[src/rtl/ram_dma.sv]
// Byte-wide RAM DMA engine: ascending copy or fill over a single-port RAM.
// Copy runs RD/WR pairs; fill issues back-to-back writes.
module ram_dma #(
  parameter  int KB = 16,
  localparam int AW = $clog2(KB*1024)
) (
  input  logic          clock,
  input  logic          reset,
  input  logic          start,
  input  logic          mode,
  input  logic [AW-1:0] src,
  input  logic [AW-1:0] dst,
  input  logic [AW:0]   len,
  input  logic [7:0]    fill,
  input  logic          abort,
  output logic          busy,
  output logic          done,
  output logic          ce,
  output logic          we,
  output logic [7:0]    d,
  input  logic [7:0]    q,
  output logic [AW-1:0] a
);

  typedef enum logic [1:0] {IDLE, RD, WR, FIN} st_t;

  localparam logic [AW:0]   MAXLEN = {1'b1, {AW{1'b0}}};
  localparam logic [AW:0]   CNT1   = (AW+1)'(1);
  localparam logic [AW-1:0] ONE    = AW'(1);

  st_t           st;
  logic          mode_r;
  logic [7:0]    fill_r;
  logic [AW-1:0] sa;
  logic [AW-1:0] da;
  logic [AW:0]   cnt;
  logic [AW:0]   len_sat;

  assign len_sat = len[AW] ? MAXLEN : len;

  // read data is only valid during the WR that follows its RD
  assign d = (st == WR) ? (mode_r ? fill_r : q) : 8'h00;

  always_ff @(posedge clock or posedge reset) begin
    if (reset) begin
      st     <= IDLE;
      ce     <= 1'b0;
      we     <= 1'b1;
      busy   <= 1'b0;
      done   <= 1'b0;
      a      <= '0;
      sa     <= '0;
      da     <= '0;
      cnt    <= '0;
      mode_r <= 1'b0;
      fill_r <= '0;
    end else begin
      unique case (st)
        IDLE: begin
          if (start) begin
            mode_r <= mode;
            fill_r <= fill;
            sa     <= src;
            da     <= dst;
            cnt    <= len_sat;
            busy   <= 1'b1;
            if (len == '0) begin
              st   <= FIN;
              done <= 1'b1;
            end else if (mode) begin
              st <= WR;
              ce <= 1'b1;
              we <= 1'b0;
              a  <= dst;
            end else begin
              st <= RD;
              ce <= 1'b1;
              we <= 1'b1;
              a  <= src;
            end
          end
        end
        RD: begin
          if (abort) begin
            st   <= IDLE;
            ce   <= 1'b0;
            we   <= 1'b1;
            busy <= 1'b0;
          end else begin
            st <= WR;
            we <= 1'b0;
            a  <= da;
          end
        end
        WR: begin
          if (abort) begin
            st   <= IDLE;
            ce   <= 1'b0;
            we   <= 1'b1;
            busy <= 1'b0;
          end else begin
            cnt <= cnt - CNT1;
            sa  <= sa + ONE;
            da  <= da + ONE;
            if (cnt == CNT1) begin
              st   <= FIN;
              ce   <= 1'b0;
              we   <= 1'b1;
              done <= 1'b1;
            end else if (mode_r) begin
              a <= da + ONE;
            end else begin
              st <= RD;
              we <= 1'b1;
              a  <= sa + ONE;
            end
          end
        end
        FIN: begin
          st   <= IDLE;
          busy <= 1'b0;
          done <= 1'b0;
        end
        default: st <= IDLE;
      endcase
    end
  end

endmodule

[config.mk]
export PLATFORM = sky130hd
export DESIGN_NAME = ram_dma
export DESIGN_NICKNAME = d
export VERILOG_FILES = /design/src/rtl/ram_dma.sv
export SDC_FILE = /design/constraint.sdc
export NUM_CORES = 1
export LEC_CHECK = 0
export ABC_CLOCK_PERIOD_IN_PS = 4400
export BUFFER_PORTS_ARGS = -buffer_cell sky130_fd_sc_hd__buf_2
export CORE_MARGIN = 8
export CORE_UTILIZATION = 61
export DETAILED_ROUTE_END_ITERATION = 16
export PLACE_DENSITY_LB_ADDON = 0.2
export SYNTH_ARGS = -nofsm -noshare
export SYNTH_HDL_FRONTEND = slang
export SYNTH_SLANG_ARGS = --single-unit
[constraint.sdc]
create_clock -name clock -period 4.4 [get_ports clock]
set_clock_uncertainty 0.2 [all_clocks]
set_input_delay 0.44 -clock clock [delete_from_list [all_inputs] [get_ports clock]]
set_output_delay 0.44 -clock clock [all_outputs]
set_load 0.1 [all_outputs]
==> results.json <==
{
  "status": "complete, no violations",
  "drv_cap": 0,
  "ant_nets": 0,
  "crit_buf_inv": 2,
  "synth_edf_count": 0,
  "timing.rr.start": "st[0]",
  "dp_slack_ps": 1050,
  "r2r_end": "cnt[4]",
  "drt_iter0_drc": 326,
  "ys_types": 72,
  "dp_hpwl_um": 9660,
  "cts-resized-gates": 0,
  "numCtsBuffers": 9,
  "drt_wl_total_um": 13600,
  "fin_crit_sh_pct": 77.0,
  "synthToLayoutAreaGrowth_pct": 12.5,
  "crit_chain": "inv_1 > ha_4 > nor2_1 > a211o_1 > or4_1 > nand2_1 > a222oi_1 > inv_1",
  "synthArstFlopShare_pct": 100,
  "tns_ps": 0,
  "wl_per_cell_um": 18.1,
  "grt_usage_pct": 23.6,
  "cp_max_fo": 76,
  "io_buffer_count": 89,
  "grt_antenna_before_repair": 0,
  "endpoint_kind": "register",
  "synth.cell_area_um2": 5010,
  "max-clock-path-buffers": 2,
  "core_area_um2": 8090,
  "fill_cells": 673,
  "n_antenna_cell": 0,
  "vias_per_cell": 6.36,
  "reg2reg_depth": 8,
  "cts_tree": "yes",
  "setup_violations": 0,
  "hold_ws_ps": 93.1,
  "dieArea_um2": 11400,
  "crit_type": "reg2reg",
  "slew_headroom_pct": 19.3,
  "syn_area_per_cell_um2": 8.66,
  "crit_arrival_ps": 3470,
  "initial_core_util_pct": 61.9,
  "ioPinCount": 90,
  "hold_class": "in2async",
  "rows": 33,
  "dr.pass1.iters": 5,
  "cts_post_setup_buffers_inserted": 0,
  "path_common_cell": "inv_1",
  "ys_seq_area_share_pct": 36.0,
  "cts_num_sinks": 72,
  "synth_ff_type": "dfrtp_1",
  "die_x_um": 107,
  "die_h_um": 107,
  "drc": 0,
  "worst_pin_slew_ps": 1210,
  "critical_path.slowest_cell": "a211o_1",
  "clk_pin_slew_ps": 80,
  "h-tree-depth": 3,
  "finalWeightedCongestion": 0.945,
  "finalHoldViolCount": 0,
  "r2r_setup_slack_ps": 1010,
  "crit_required_ps": 4480,
  "via_count": 4773,
  "drv_slew": 0,
  "fmax_ghz": 0.295,
  "layout_setup_ws_ps": 1010,
  "ys_warn_count": 0,
  "grt_pass1_vias": 4661,
  "grt_max_degree": 77,
  "slowest_delay_ps": 740,
  "critical-path-top-delay-family": "simple AND/OR/NAND/NOR gates",
  "rsz0062_at_grt": "no",
  "synthCells": 578,
  "root_buffer": "clkbuf_8",
  "finalCriticalPeriod_ps": 3390,
  "fin_nets": 715,
  "insertion_delay_ps": 350,
  "ctsHoldBuffers": 0,
  "synth_seq_cells": 72,
  "drive_gt1_share_pct": 22.4,
  "grt_pass1_wl_um": 22200,
  "overflow": 0,
  "startpoint_type": "register",
  "syn_nets": 652
}
## cell usage after synthesis, drive strengths merged (2+ instances only)
cell    count  area, µm²
a32oi       5       43.8
nor2b      23        144
nor3b       3       22.5
mux2       16        180
a21o        4       30.0
nor3       11       71.3
nand4       2       18.8
a41oi       4       42.6
a21boi      4       30.0
xor2        6       52.6
o211ai      2       15.0
and4        7       63.8
a21oi      57        285
o31a        2       17.5
nand3      24        143
and2        2       12.5
nand2b      6       37.5
clkbuf     23       86.3
a31oi       5       31.3
nor2       29        109
o311ai      3       26.3
o21ai      57        285
mux2i      19        190
and3        8       60.1
a221oi      2       17.5
inv        13       48.8
nor4        6       58.8
a22oi       5       37.5
dfrtp      71       1780
a211o       5       43.8
a211oi      9       77.6
o31ai       4       40.0
a22o        5       43.8
nand2      59        224
buf        19        123
o22ai      21        131
or3         2       12.5
xnor2       8       70.1
o22a        3       26.3
ha         10        125
## kinds of logic after synthesis
kind of cell	synth area share, %
xor gates and xnor gates	2.45
and+or+nand+nor	20.6
muxes	7.40
DFF	36.0
AOI/OAI and AO/OA	25.9
buffers and inverters	5.15
adders and majority gates	2.50
## sequential cells by signal, indices dropped and copies added (netlist names)
name / count
mode_r: 1
done: 1
a: 14
st: 2
cnt: 15
busy: 1
we: 1
ce: 1
sa: 14
fill_r: 8
da: 14
## worst max path at each step
stage,from,to,slack (ps),cells past startpoint
final,st[0],cnt[4],1010,8
after global routing,st[0],cnt[4],760,8
after CTS,st[0],cnt[4],1040,8
after detailed placement,st[0],a[10],1050,8
after global placement,st[0],cnt[4],1190,8
after floorplan,st[0],d[0],1260,5
## final cells by class
| class | count | area (µm²) | share of cell area (%) |
|---|---|---|---|
| inverters | 13 | 48.8 | 0.867 |
| clock inverters | 3 | 40.0 | 0.711 |
| well taps | 105 | 131 | 2.33 |
| flip-flops and latches | 72 | 1800 | 32.0 |
| repair buffers | 94 | 483 | 8.58 |
| multi-input cells | 451 | 2970 | 52.7 |
| clock buffers | 13 | 159 | 2.82 |
## metal layers
layer / routed length, µm / track usage (%) / vias to the layer above
met3: 960 / 4.68 / 35
li1: - / - / 2261
met4: 400 / 10.6 / 0
met5: 0 / 0 / -
met1: 5510 / 28.8 / 2255
met2: 6760 / 39.7 / 222
## cell usage in the layout, fill, tap and decap left out, types with 3 or more instances in the layout
cell,n
nor4_1,4
a21oi_1,57
nand2_1,58
mux2i_1,19
a32oi_1,5
buf_2,89
nor3b_1,3
o21ai_0,51
and4_1,6
dfrtp_1,71
clkbuf_8,11
a211o_1,5
o22ai_1,21
inv_1,12
a41oi_1,3
a31oi_1,5
a21o_1,4
a22o_1,5
nand2b_1,6
mux2_2,16
xnor2_1,8
xor2_1,6
and3_1,6
ha_1,9
o21ai_1,6
a22oi_1,5
nand3_1,21
a21boi_0,4
nor3_1,9
nor2b_1,23
a211oi_1,7
o22a_1,3
nor2_1,29
buf_4,5
## stage by stage
step           util (%)  cell area, µm²  cells
2_1_floorplan         -            5010    578
3_3_place_gp       67.1            5430    735
3_5_place_dp       67.1            5430    735
4_1_cts            69.6            5630    751
5_1_grt            69.6            5630    751
6_report           69.6            5630    751
Power is not shown: default switching activity piles up to over one toggle a cycle in this logic, so the estimate is an artifact.
